## src/rtl/gray_codec_stream.sv

```systemverilog
// Streaming Gray<->binary converter with a registered output stage and one skid
// slot, so in_ready comes straight from a flop and full throughput is kept.
module gray_codec_stream #(
    parameter int WIDTH = 4,
    parameter int CNT_W = 16
) (
    input  logic             clk,
    input  logic             rst,
    input  logic             in_valid,
    output logic             in_ready,
    input  logic             in_mode,
    input  logic [WIDTH-1:0] in_data,
    output logic             out_valid,
    input  logic             out_ready,
    output logic             out_mode,
    output logic [WIDTH-1:0] out_data,
    output logic [CNT_W-1:0] xfer_cnt
);

    function automatic logic [WIDTH-1:0] gray2bin(input logic [WIDTH-1:0] g);
        logic [WIDTH-1:0] b;
        b[WIDTH-1] = g[WIDTH-1];
        for (int i = WIDTH - 2; i >= 0; i--) begin
            b[i] = b[i+1] ^ g[i];
        end
        return b;
    endfunction

    logic             skid_valid;
    logic             skid_mode;
    logic [WIDTH-1:0] skid_data;

    logic             in_xfer;
    logic             out_xfer;
    logic [WIDTH-1:0] conv_data;

    logic             out_valid_nxt;
    logic             out_mode_nxt;
    logic [WIDTH-1:0] out_data_nxt;
    logic             skid_valid_nxt;
    logic             skid_mode_nxt;
    logic [WIDTH-1:0] skid_data_nxt;

    always_comb begin
        in_xfer   = in_valid & in_ready;
        out_xfer  = out_valid & out_ready;
        conv_data = in_mode ? (in_data ^ (in_data >> 1)) : gray2bin(in_data);

        out_valid_nxt  = out_valid;
        out_mode_nxt   = out_mode;
        out_data_nxt   = out_data;
        skid_valid_nxt = skid_valid;
        skid_mode_nxt  = skid_mode;
        skid_data_nxt  = skid_data;

        // in_ready is low whenever SKID is full, so the first branch never sees in_xfer
        if (out_xfer && skid_valid) begin
            out_valid_nxt  = 1'b1;
            out_mode_nxt   = skid_mode;
            out_data_nxt   = skid_data;
            skid_valid_nxt = 1'b0;
        end else if (in_xfer && (!out_valid || out_xfer)) begin
            out_valid_nxt = 1'b1;
            out_mode_nxt  = in_mode;
            out_data_nxt  = conv_data;
        end else if (in_xfer) begin
            skid_valid_nxt = 1'b1;
            skid_mode_nxt  = in_mode;
            skid_data_nxt  = conv_data;
        end else if (out_xfer) begin
            out_valid_nxt = 1'b0;
        end
    end

    always_ff @(posedge clk or posedge rst) begin
        if (rst) begin
            out_valid  <= 1'b0;
            out_mode   <= 1'b0;
            out_data   <= '0;
            skid_valid <= 1'b0;
            skid_mode  <= 1'b0;
            skid_data  <= '0;
            in_ready   <= 1'b0;
            xfer_cnt   <= '0;
        end else begin
            out_valid  <= out_valid_nxt;
            out_mode   <= out_mode_nxt;
            out_data   <= out_data_nxt;
            skid_valid <= skid_valid_nxt;
            skid_mode  <= skid_mode_nxt;
            skid_data  <= skid_data_nxt;
            in_ready   <= ~skid_valid_nxt;
            if (out_xfer) begin
                xfer_cnt <= xfer_cnt + 1'b1;
            end
        end
    end

endmodule

```

## config.mk

```make
export PLATFORM = sky130hd
export DESIGN_NAME = gray_codec_stream
export DESIGN_NICKNAME = d
export VERILOG_FILES = /design/src/rtl/gray_codec_stream.sv
export SDC_FILE = /design/constraint.sdc
export NUM_CORES = 1
export LEC_CHECK = 0
export BUFFER_PORTS_ARGS = -buffer_cell sky130_fd_sc_hd__buf_2
export CORE_UTILIZATION = 51
export CTS_CLUSTER_SIZE = 40
export DETAILED_ROUTE_END_ITERATION = 7
export PLACE_DENSITY = 0.84
export SYNTH_ARGS = -nofsm -noshare
export SYNTH_HDL_FRONTEND = slang
export SYNTH_SLANG_ARGS = --single-unit
```

## constraint.sdc

```tcl
create_clock -name clk -period 1.7 [get_ports clk]
set_input_delay 0.34 -clock clk [delete_from_list [all_inputs] [get_ports clk]]
set_output_delay 0.34 -clock clk [all_outputs]
set_load 0.02 [all_outputs]
```

==> run metrics, run 1 <==
placed instance area=1476 um2; Post-CTS Setup Inserts=0; Hold WC Path Type=in2async; DRC=0; commonest non-fill, non-tap cell in the layout=buf_2; Worst R2R End=xfer_cnt[12]; Seq/Total Area, Yosys=56.92%; largest net degree at the start of global routing=30; reg2reg path depth=5; Setup Viol. Count Final=0; post-synthesis compound-gate area fraction=6.869%; mux cell area share after synthesis=2.650%; Post-CTS Hold Fix Bufs=0; YS warnings=0; global-route wire length before repair=4.140 mm; Clock Sinks=29; gate count after technology mapping=115; Ports=32; clock slew seen by the registers of the worst setup and hold paths=0.10 ns; WP data arrival=1.81 ns; # H-tree levels=2; layout net count=164; Antenna Diode Count=0; Die ar.=2704 um2; FP Rows=17; Synth Area in XOR/XNOR=13.74%; GP Congestion=0.7693; clk root buf=clkbuf_4; fin crit period=1.560 ns; R2R setup slack=0.14 ns; Max Cap Viol=0; area growth from synthesis to layout=19.82%; CTS resizes=0; Final period util=91.79%; Pwr Total=1.134 mW; Slew headroom=75.92%; Syn Area/Cell=11.09 um2; Placement Setup Slack=0.1624 ns; Die Ht=52 um; CTS tree=done; Setup WS post-layout=0.1395 ns; layout cells sized above 1=30.97%; Worst Setup EP=xfer_cnt[12]; vias per cell=5.251; area of the mapped netlist=1275 um2; initial DRC count=29; vias in the first global route=947; core area=2276 um2; CP Launch Point=xfer_cnt[0]; Power Density=742.3 nW/um2; kind of critical path=reg2reg; Worst Path Max Fanout=5; CP startpoint kind=flip-flop; total negative setup slack=0 ns; CP max stage delay=0.56 ns; RSZ-0062 raised after global routing=false; Worst Path Required=1.95 ns; Initial Utilization=56.02%; Fillers=181; Die X=52 um; Hold Vio Cnt, Final=0; most frequent cells in the layout=31 x buf_2, 29 x dfrtp_1, 18 x nand2_1; Netlist cell types=27; via count=961; Worst-Skew Late Latency=0.33 ns; skew final=0.01348 ns; actual slew at the worst max-slew pin=0.3611 ns; Pre-Repair DR Iteration Count=4; run status=complete, no violations; Worst path slowest cell=or4_4; Simple-Gate Fraction of Synth Area=16.78%; detailed-route wire length=2.441 mm; Leakage=0.8510 nW; Detail Route Antenna Nets=0; GRT overflow=0; register bit total from synthesis=29; Max Clock Freq=640.8 MHz; CTS Buffer Depth=2; Max VDD drop=0.6578 mV; Post-DP HPWL=1.810 mm; kind of end point of the critical path=flip-flop; adder-cell area share of the yosys netlist=0.9814%; Worst R2R Start=xfer_cnt[0]; largest family of logic cells by synthesized area=simple AND/OR/NAND/NOR gates; GRT Overall Usage=21.91%; routed len/inst=13.34 um; initial antenna violation count=0; cts bufs inserted=5; crit-path cells=ha_1 -> inv_1 -> or4_4 -> nor2_2 -> xor2_1; I/O Buffers=31; final core utilization=67.12%; Slew Limit Fails=0; Syn Nets=125; Final Cell Area=1528 um2
[layout make-up]
| cell class | instances | area (um2) | share of cell area (%) |
|---|---|---|---|
| Sequential cell | 29 | 725.7 | 47.50 |
| Multi-Input combinational cell | 79 | 523.0 | 34.23 |
| Timing Repair Buffer | 33 | 170.2 | 11.14 |
| Clock buffer | 6 | 41.29 | 2.703 |
| Tap cell | 28 | 35.03 | 2.293 |
| Inverter | 6 | 22.52 | 1.474 |
| Clock inverter | 2 | 10.01 | 0.6552 |
[where the power goes]
group | internal, mW | switching [mW]
combinational | 0.0177 | 0.0310
clock | 0.157 | 0.239
sequential | 0.689 | 0
total | 0.864 | 0.270
[worst min path at each step]
stage	endpoint	slack [ns]	depth (start not counted)
floorplan	in_ready	0.42	1
global placement	xfer_cnt[5]	0.41	3
detailed placement	xfer_cnt[5]	0.42	3
CTS	xfer_cnt[6]	0.06	3
global route	xfer_cnt[6]	0.09	3
finish	xfer_cnt[6]	0.06	3
[per-stage QoR]
| stage | instances | hold WS, ns |
|---|---|---|
| floorplan | 115 | 0.4181 |
| global placement | 175 | 0.4150 |
| detailed placement | 175 | 0.4219 |
| CTS | 183 | 0.06245 |
| global route | 183 | 0.08699 |
| finish | 183 | 0.05958 |
[routing by layer]
metal | share of wire (%) | global-route usage, % | up-vias | wire [um]
li1 | - | - | 468 | -
met5 | 0 | 0 | - | 0
met1 | 45 | 26.59 | 457 | 1089
met2 | 48 | 33.97 | 34 | 1171
met4 | 0.70 | 7.658 | 0 | 17
met3 | 6.6 | 10.23 | 2 | 162
[state kept, by name (all words and copies together) (netlist names)]
name	cells
xfer_cnt	16
out_data	4
skid_data	4
in_ready	1
out_mode	1
out_valid	1
skid_mode	1
skid_valid	1
[cells in the mapped netlist, drive strengths merged]
| library cell | instances | share of area [%] |
|---|---|---|
| nand3 | 4 | 1.6 |
| inv | 6 | 1.8 |
| nor2 | 5 | 1.9 |
| nand4 | 3 | 2.0 |
| o211ai | 1 | 0.59 |
| nand2 | 18 | 5.3 |
| dfrtp | 29 | 57 |
| a21oi | 1 | 0.39 |
| nor3 | 2 | 0.79 |
| xor2 | 9 | 6.2 |
| nor4 | 1 | 0.49 |
| a21o | 2 | 1.2 |
| and2 | 1 | 0.49 |
| a22oi | 2 | 1.2 |
| o21ai | 5 | 2.0 |
| or2 | 1 | 0.49 |
| ha | 1 | 0.98 |
| or4 | 1 | 0.88 |
| clkbuf | 1 | 0.29 |
| nand2b | 1 | 0.49 |
| nor2b | 2 | 0.98 |
| and3 | 3 | 1.5 |
| mux2 | 3 | 2.6 |
| a222oi | 2 | 1.6 |
| xnor2 | 11 | 7.6 |
[cells by family after synthesis]
| logic type | Yosys count |
|---|---|
| buf+inv | 7 |
| flops | 29 |
| xor+xnor | 20 |
| mux | 3 |
| fa+ha+maj | 1 |
| simple gates | 42 |
| compound gates | 13 |
[critical path: cells and delay by family (launching register included)]
family | cells | cell delay, ns
fa+ha+maj | 1 | 0.19
buf+inv | 1 | 0.05
xor+xnor | 1 | 0.15
simple gates | 2 | 0.67
flops | 1 | 0.43
Note: power is estimated with default switching activity, not from simulation.
==> run 2: changes to the inputs <==
CORE_UTILIZATION = 50   (was 51)
PLACE_DENSITY = 0.83   (was 0.84)
==> run 2 against run 1 <==
  * First-iteration DRC count decreased by 34%
  * Sequential cell count unchanged
  * Via count increased by 0.52%
  * Cell count unchanged
  * Worst hold slack improved by 0.0022 ns
  * Maximum frequency decreased by 2.8%
==> run metrics, run 2 (synthesized netlist as in run 1, its figures left out) <==
Power Density=744.7 nW/um2 (+0.32%); Top Family by Delay on Critical Path=simple AND/OR/NAND/NOR gates; max FFs per register=16 (unchanged); most frequent cells in the layout=31 x buf_2, 28 x dfrtp_1, 18 x nand2_1; global-route wire length before repair=4.443 mm (+7.3%); # H-tree levels=2 (unchanged); Setup Viol. Count Final=0 (unchanged); Slew Limit Fails=0 (unchanged); R2R setup slack=0.1 ns (-0.04 ns); run status=complete, no violations; Hold WC Path Type=in2async; routed len/inst=14.35 um (+7.6%); GRT overflow=0 (unchanged); Hold Vio Cnt, Final=0 (unchanged); Worst path slowest cell=or4_4; Clock Power Share=36.0% (+1.1 points); biggest regs=xfer_cnt (16), out_data (4), skid_data (4); Final period util=94.39% (+2.6 points); vias in the first global route=972 (+2.6%); Die Ht=52.50 um (+0.95%); Die ar.=2756 um2 (+1.9%); kind of end point of the critical path=flip-flop; total negative setup slack=0 ns (unchanged); core area=2297 um2 (+0.93%); clk root buf=clkbuf_4; DRC=0 (unchanged); Worst R2R End=xfer_cnt[12]; Worst-Skew Late Latency=0.33 ns (about the same); Switching Fraction=21.74% (-2.1 points); kind of critical path=reg2reg; I/O Buffers=31 (unchanged); final core utilization=67.32% (+0.20 points); via count=966 (+0.52%); crit-path cells=ha_1 -> inv_1 -> or4_4 -> nor2_2 -> xor2_1; Gate power share=4.1% (-0.2 points); initial DRC count=19 (-34%); Worst R2R Start=xfer_cnt[1]; commonest non-fill, non-tap cell in the layout=buf_2; Max VDD drop=0.5487 mV (-17%); CTS tree=done; FP Rows=17 (unchanged); detailed-route wire length=2.626 mm (+7.6%); Max Clock Freq=623.2 MHz (-2.8%); skew final=0.008002 ns (-0.005473 ns); Top reg by flops=xfer_cnt; Initial Utilization=55.50% (-0.52 points); Die X=52.50 um (+0.95%); Pre-Repair DR Iteration Count=4 (unchanged); RSZ-0062 raised after global routing=false; GRT Overall Usage=23.81% (+1.9 points); Slew headroom=76.67% (+0.74 points); CP startpoint kind=flip-flop; layout cells sized above 1=32.26% (+1.3 points); cell depth of the worst setup path=5 (unchanged); largest net degree at the start of global routing=30 (unchanged); cts bufs inserted=5 (unchanged); CTS Buffer Depth=2 (unchanged); Post-DP HPWL=1.941 mm (+7.2%); Placement Setup Slack=0.1274 ns (-0.03497 ns); area growth from synthesis to layout=21.30%; fin crit period=1.605 ns (+0.04414 ns); Clock Sinks=29 (unchanged); CP bufs+invs=1 (unchanged); layout net count=165 (+0.61%); GP Congestion=0.7539 (-2.0%); WP data arrival=1.86 ns (+0.05 ns); Worst Path Required=1.95 ns (about the same); initial antenna violation count=0 (unchanged); Post-CTS Hold Fix Bufs=0 (unchanged); Pint=0.9013 mW (+4.3%); power share of the sequential group=59.8% (-1.0 points); clock slew seen by the registers of the worst setup and hold paths=0.09 ns (about the same); Worst Path Max Fanout=5 (unchanged); Detail Route Antenna Nets=0 (unchanged); reg2reg path depth=5 (unchanged); Max Cap Viol=0 (unchanged); vias per cell=5.279 (+0.52%); Setup WS post-layout=0.09537 ns (-0.04414 ns); CP max stage delay=0.56 ns (about the same); net switching power=0.2503 mW (-7.3%); Ports=32 (unchanged); Antenna Diode Count=0 (unchanged); Leakage=0.8542 nW (+0.38%); actual slew at the worst max-slew pin=0.3490 ns (-0.01211 ns)
## run 2: cell count changes in the layout (fill, tap and decap cells not counted)
cell | before | now
clkinv_2 | 2 | 0
nor4_2 | 0 | 1
nor4_1 | 1 | 0
buf_4 | 2 | 3
clkbuf_8 | 0 | 1
dfrtp_2 | 0 | 1
dfrtp_1 | 29 | 28
## run 2: cell type report
cell class	instances	area [um2]
timing repair buffer	34	177.7
tap	28	35.03
clock buffer	7	55.05
multi-input combinational	79	529.3
sequential	29	726.9
inverter	6	22.52
fill	171	750.7
## run 2: power by group through the flow
stage	clock network [mW]	registers (mW)	logic (mW)
after global routing	0.464	0.689	0.0544
final	0.415	0.689	0.0475
after CTS	0.423	0.689	0.0487
after detailed placement	0	0.703	0.0487
after floorplan	0	0.703	0.0262
after global placement	0	0.703	0.0464
## run 2: how the worst max path moves through the flow
stage           startpoint           end  slack (ns)
5_1_grt        xfer_cnt[1]  xfer_cnt[12]       0.006
4_1_cts        xfer_cnt[0]  xfer_cnt[12]        0.06
3_3_place_gp     out_ready  xfer_cnt[14]        0.20
3_5_place_dp   xfer_cnt[0]  xfer_cnt[12]        0.13
2_1_floorplan  xfer_cnt[0]  xfer_cnt[14]        0.09
6_report       xfer_cnt[1]  xfer_cnt[12]         0.1
## run 2: worst register-to-register path, stage by stage (launching register included)
cell     delay [ns]
dfrtp_1        0.42
ha_1           0.20
inv_1          0.06
or4_4          0.56
nor2_2         0.11
xor2_1         0.17
## run 2: layer usage
layer / vias to the layer above / global-route usage (%) / share of wire [%]
met5: - / 0 / 0
met4: 0 / 13.16 / 1.7
met3: 6 / 6.377 / 5.1
met2: 23 / 37.55 / 50
met1: 469 / 29.39 / 43
li1: 468 / - / -
## run 2: through the flow
stage,area [um2],hold slack [ns],power (mW),instances
detailed placement,1476,0.4313,0.7516,175
CTS,1531,0.07218,1.161,182
floorplan,1275,0.4181,0.7291,115
global placement,1476,0.4169,0.7492,175
finish,1546,0.06175,1.152,183
global route,1546,0.1028,1.207,183
## run 2: repair_timing
| item | 4_1_cts | 5_1_grt |
|---|---|---|
| setup endpoints to repair | 0 | 2 |
| gates resized for setup | 0 | 2 |
| buffers inserted | 0 | 1 |
